$ cat src/rtl/disp_rdarb.sv
// Two-master AXI read arbiter: DISP (master 0) has priority over DRW (master 1),
// with a streak counter that forces a DRW grant after STARVE_N back-to-back DISP wins.
module disp_rdarb #(
    parameter int DW       = 64,
    parameter int AW       = 32,
    parameter int STARVE_N = 4
) (
    input  logic          ACLK,
    input  logic          ARESETN,

    input  logic [AW-1:0] M0_ARADDR,
    input  logic [7:0]    M0_ARLEN,
    input  logic          M0_ARVALID,
    output logic          M0_ARREADY,
    output logic [DW-1:0] M0_RDATA,
    output logic          M0_RLAST,
    output logic          M0_RVALID,
    input  logic          M0_RREADY,

    input  logic [AW-1:0] M1_ARADDR,
    input  logic [7:0]    M1_ARLEN,
    input  logic          M1_ARVALID,
    output logic          M1_ARREADY,
    output logic [DW-1:0] M1_RDATA,
    output logic          M1_RLAST,
    output logic          M1_RVALID,
    input  logic          M1_RREADY,

    output logic [AW-1:0] S_ARADDR,
    output logic [7:0]    S_ARLEN,
    output logic          S_ARVALID,
    input  logic          S_ARREADY,
    input  logic [DW-1:0] S_RDATA,
    input  logic          S_RLAST,
    input  logic          S_RVALID,
    output logic          S_RREADY,

    output logic [1:0]    GNT
);

    typedef enum logic [1:0] {S_IDLE, S_ADDR, S_DATA} state_t;

    localparam logic [3:0] STREAK_MAX = 4'(STARVE_N);

    state_t     state_reg, state_next;
    logic [1:0] gnt_reg, gnt_next;
    logic [3:0] streak_reg, streak_next;

    logic [1:0] arvalid;
    logic [1:0] rready;
    logic [1:0] arready_out;
    logic [1:0] rvalid_out;
    logic [1:0] rlast_out;
    logic       sel;
    logic       addr_phase;
    logic       data_phase;

    assign arvalid = {M1_ARVALID, M0_ARVALID};
    assign rready  = {M1_RREADY, M0_RREADY};

    // Gating with ARESETN keeps every handshake output low while reset is held,
    // even before the state register has been cleared.
    assign sel        = gnt_reg[1];
    assign addr_phase = ARESETN && (state_reg == S_ADDR);
    assign data_phase = ARESETN && (state_reg == S_DATA);

    assign S_ARADDR  = sel ? M1_ARADDR : M0_ARADDR;
    assign S_ARLEN   = sel ? M1_ARLEN  : M0_ARLEN;
    assign S_ARVALID = addr_phase && arvalid[sel];
    assign S_RREADY  = data_phase && rready[sel];

    generate
        for (genvar gi = 0; gi < 2; gi++) begin : g_route
            assign arready_out[gi] = addr_phase && gnt_reg[gi] && S_ARREADY;
            assign rvalid_out[gi]  = data_phase && gnt_reg[gi] && S_RVALID;
            assign rlast_out[gi]   = data_phase && gnt_reg[gi] && S_RLAST;
        end
    endgenerate

    assign M0_ARREADY = arready_out[0];
    assign M0_RVALID  = rvalid_out[0];
    assign M0_RLAST   = rlast_out[0];
    assign M0_RDATA   = S_RDATA;
    assign M1_ARREADY = arready_out[1];
    assign M1_RVALID  = rvalid_out[1];
    assign M1_RLAST   = rlast_out[1];
    assign M1_RDATA   = S_RDATA;
    assign GNT        = gnt_reg;

    always_comb begin
        state_next  = state_reg;
        gnt_next    = gnt_reg;
        streak_next = streak_reg;
        case (state_reg)
            S_IDLE: begin
                if (arvalid != 2'b00) begin
                    state_next = S_ADDR;
                    if (arvalid[1] && (!arvalid[0] || streak_reg == STREAK_MAX)) begin
                        gnt_next    = 2'b10;
                        streak_next = 4'd0;
                    end else begin
                        gnt_next = 2'b01;
                        // The streak only grows while DRW is actually being held off.
                        if (!arvalid[1])
                            streak_next = 4'd0;
                        else if (streak_reg != STREAK_MAX)
                            streak_next = streak_reg + 4'd1;
                    end
                end
            end
            S_ADDR: begin
                if (S_ARVALID && S_ARREADY)
                    state_next = S_DATA;
            end
            S_DATA: begin
                if (S_RVALID && S_RREADY && S_RLAST) begin
                    state_next = S_IDLE;
                    gnt_next   = 2'b00;
                end
            end
            default: begin
                state_next = S_IDLE;
                gnt_next   = 2'b00;
            end
        endcase
    end

    always_ff @(posedge ACLK) begin
        if (!ARESETN) begin
            state_reg  <= S_IDLE;
            gnt_reg    <= 2'b00;
            streak_reg <= 4'd0;
        end else begin
            state_reg  <= state_next;
            gnt_reg    <= gnt_next;
            streak_reg <= streak_next;
        end
    end

endmodule

$ cat config.mk
export PLATFORM = sky130hd
export DESIGN_NAME = disp_rdarb
export DESIGN_NICKNAME = d
export VERILOG_FILES = /design/src/rtl/disp_rdarb.sv
export SDC_FILE = /design/constraint.sdc
export NUM_CORES = 1
export LEC_CHECK = 0
export ABC_CLOCK_PERIOD_IN_PS = 2900
export CAP_MARGIN = 5
export CORE_AREA = 10 10 120 122
export CTS_CLUSTER_DIAMETER = 120
export DETAILED_ROUTE_END_ITERATION = 12
export DIE_AREA = 0 0 130 132
export DONT_BUFFER_PORTS = 1
export SETUP_SLACK_MARGIN = 0.2
export SLEW_MARGIN = 25
export SYNTH_ARGS = -nofsm -noshare
export SYNTH_HDL_FRONTEND = slang
export SYNTH_SLANG_ARGS = --single-unit
$ cat constraint.sdc
create_clock -name ACLK -period 2.9 [get_ports ACLK]
set_input_delay 0.435 -clock ACLK [delete_from_list [all_inputs] [get_ports ACLK]]
set_output_delay 0.435 -clock ACLK [all_outputs]
set_load 0.02 [all_outputs]
# After elaboration in Yosys (flattened, before gate mapping)
# Index checks and enable logic that the tools add are counted.
# classes
n_eq_ne	8
bitwise	1
add_sub_neg	1
n_mux	16
n_lt_le_gt_ge	1
reduce_logical	25
# ops
operator	count
two-way mux 32 bit	1
logical AND 1 bit	18
two-way mux 4 bit	3
case mux 2 bit (3 select lines)	2
two-way mux 2 bit	5
AND reduction 3 bit	3
two-way mux 8 bit	1
adder 4 x 1 -> 4 bit, second input constant	1
equality test 4 x 3 -> 1 bit, second input constant	1
two-way mux 1 bit	4
!= test 2 x 1 -> 1 bit, second input constant	2
!= test 4 x 3 -> 1 bit, second input constant	1
!= test 3 x 1 -> 1 bit, second input constant	1
equality test 2 x 1 -> 1 bit, second input constant	1
equality test 2 bit, second input constant	1
logical NOT 2 bit	1
< comparator 1 x 2 -> 1 bit, second input constant	1
!= test 2 bit, second input constant	1
nonzero test 2 bit	1
logical NOT 1 bit	1
logical OR 1 bit	1
inverter 1 bit	1
# word_totals
out_inout_bits	178
register_bits	8
in_bits	153
wordCells	55

# Logic depth before layout (Yosys ltp)
# logic_depth
word_depth	7
ltp_mapped	6
ltp_nobuf	6

# Worst setup path after synthesis
# Ideal clock, no wire load.
# synth_timing
path_type	register to output
start	register gnt_reg[1], in the netlist GNT[1]
end	output S_ARVALID
t_arrival_ps	1406
path_slack_ps	1059
t_required_ps	2465
stages_incl_launch_ff	4
n_path_buf	1
cell_sequence	dfxtp_1 buf_4 mux2i_1 nor4_1
# synth_via
elab_chain_len	3
# synth_rtl
item	line_no	rtl
from (decl)	46	logic [1:0] gnt_reg, gnt_next;
from (signal assigned)	135	gnt_reg <= gnt_next;
two-way mux 1 bit (not written as such) (2 in series)	69	assign S_ARVALID = addr_phase && arvalid[sel];
logical AND 1 bit	69	
to (decl)	31	output logic S_ARVALID,
# Every way passes these cells. The select of a mux whose other input is x is not followed.

# Final worst setup path
# layout_timing
start	register gnt_reg[1], in the netlist GNT[1]
end	output S_ARADDR[14]
# layout_via
elab_chain_len	1
# layout_rtl
item	line_no	rtl
two-way mux 32 bit	67	assign S_ARADDR = sel ? M1_ARADDR : M0_ARADDR;
to (decl)	29	output logic [AW-1:0] S_ARADDR,
# Every way passes these cells.

==> results.txt <==
status = finished, final reports clean
Post-DP HPWL = 7170 um
Num CTS Buffers = 3
number of H-tree levels = 1
syn avg cell area = 8.29 sq um
# IOs = 331
register area share after synthesis = 8.05%
Syn Inst Count = 240
Distinct cells, synth = 30
nets@finish = 269
Wirelength per Cell = 29.9 um
Post-CTS Setup Inserts = 0
max reg flops = 4
chip width = 130 um
hold_buf cts = 0
Area Growth Syn to Fin = -36.2%
worst vdd ir = 0.000136 V
CTS root buffer = clkbuf_16
Max Cap Violations = 0
worst-case headroom to the max-slew limit = 60.6%
number of remaining DRC errors = 0
Port Buffers = 0
Synth Register Bits = 8
Starting Density = 16.7%
CP Max Fanout = 21
gr usage total = 7.78%
fin crit share = 77.3%
Reg clk slew, reported paths = 40 ps
Die Ht = 132 um
Util after Layout = 10.7%
GP Congestion = 0.792
number of global-route vias before repair = 1098
Final setup viols = 0
crit end category = output pin
RSZ-0062 raised after global routing = false
via/cell ratio = 3.89
final wirelength = 7760 um
CP delay by family, top = flip-flops
Resized cells post-CTS = 0
Congestion Overflow GR = 0
largest net degree at the start of global routing = 22
Inst Count DP = 256
CP arrival = 1810 ps
Tmin final = 2240 ps
setup_tns = 0 ps
crit path launch type = flop
Hold WC Path Type = input port to flop
clock buffer depth = 2
initial antenna violation count = 1
Required @ worst endpoint = 2470 ps
P per Cell Area = 434 nW/um^2
Max Slew Vio Count = 0
first-pass iteration count of the detailed router = 4
Slowest cell on crit path = dfxtp_2
Rows = 40
worst skew pair latency = 240 ps
core area = 11900 sq um
drt first-iter violations = 59
Synth Warn # = 0
fin cells = 260
hold_ws = 357 ps
f_max = 0.446 GHz
clock sink total = 8
Leak Pwr = 0.398 nW
WS Path Type = flop to output pin
Synth Net Count = 395
layout cell share with drive strength beyond 1 = 48.2%
total die area = 17200 sq um
Hold Vio Cnt, Final = 0
final setup skew = 1.51 ps
Syn Std Cell Area = 1990 sq um
ANT nets after route = 0
slowest stage delay, CP = 700 ps
global-route wire length before repair = 9290 um
CTS tree = yes
Slew @ Worst Pin = 591 ps
Buf/Inv on CP = 1
CP cell instances = buf_4 -> mux2_2
via count = 1012
==> cells in the final DEF (no fill, tap or decap), drive strengths merged, types with 2 or more instances in the layout <==
| master | Yosys | routed |
|---|---|---|
| mux2 | 40 | 40 |
| nand2 | 8 | 8 |
| dfxtp | 8 | 8 |
| inv | 7 | 7 |
| o21ai | 7 | 7 |
| and3 | 4 | 4 |
| nor2 | 4 | 4 |
| nand3 | 4 | 4 |
| clkbuf | 0 | 3 |
| buf | 134 | 3 |
| nor3 | 3 | 3 |
| mux2i | 2 | 2 |
| nor2b | 2 | 2 |
| nand3b | 2 | 2 |
| a31oi | 2 | 2 |
| ha | 2 | 2 |
==> layout make-up <==
type	instances	area (sq um)
sequential	8	161
multi-input combinational	91	797
antenna	1	2.50
inverter	7	26.3
timing repair buffer	3	22.5
tap	147	184
clock buffer	3	75.1
fill	1347	10600
==> logic make-up after synthesis <==
| family | synth area share, % |
|---|---|
| buf+inv | 51.9 |
| flops | 8.05 |
| simple gates | 9.69 |
| fa+ha+maj | 1.26 |
| compound gates | 5.47 |
| mux | 23.6 |
==> report_power, final <==
group	switching [W]	internal (W)
registers	0.0000195	0.000116
clock network	0.0000579	0.000178
logic	0.000118	0.0000619
==> metal layers <==
metal  wire, um  vias up  GRT usage, %
li1           -      415             -
met1       1880      425          4.88
met2       3910      147          14.3
met3       1790       25          7.48
met4        186        0          3.19
met5          0        -             0
==> per-stage QoR <==
stage | cell area (sq um) | setup WS, ps | total power, W
2_1_floorplan | 1990 | 1060 | 0.000545
3_3_place_gp | 1190 | 947 | 0.000315
3_5_place_dp | 1190 | 910 | 0.000321
4_1_cts | 1270 | 659 | 0.000558
5_1_grt | 1270 | 593 | 0.000568
6_report | 1270 | 657 | 0.000551
==> worst paths after layout <==
check / cells after the start / startpoint / slack [ps] / endpoint
max: 2 / GNT[1] / 660 / S_ARADDR[14]
min: 2 / M1_ARVALID / 360 / GNT[1]
min reg2reg: 2 / streak_reg[3] / 480 / streak_reg[3]
max reg2reg: 3 / GNT[1] / 1430 / GNT[0]
==> Yosys cell counts, drive strengths merged <==
cell	number	area (sq um)
a21oi	1	16.3
nor4	1	6.26
and3	4	25.0
inv	7	26.3
a31oi	2	12.5
nor3	3	20.0
nand4	1	6.26
nand2	8	30.0
o211ai	1	7.51
and3b	1	12.5
dfxtp	8	160
buf	134	1010
nand4b	1	8.76
a22oi	1	12.5
ha	2	25.0
nand3	4	25.0
or2	1	8.76
a32o	1	10.0
o22ai	1	6.26
mux2	40	450
o21ai	7	35.0
o2111ai	1	8.76
nor2	4	22.5
nand3b	2	15.0
mux2i	2	20.0
nor2b	2	12.5
==> worst reg2reg max path, cell delays in order (launching register included) <==
cell and delay [ps]:
dfxtp_2 700, mux2i_1 360, o2111ai_1 170, a31oi_1 160
No activity file was read; power rests on OpenSTA's default activity.
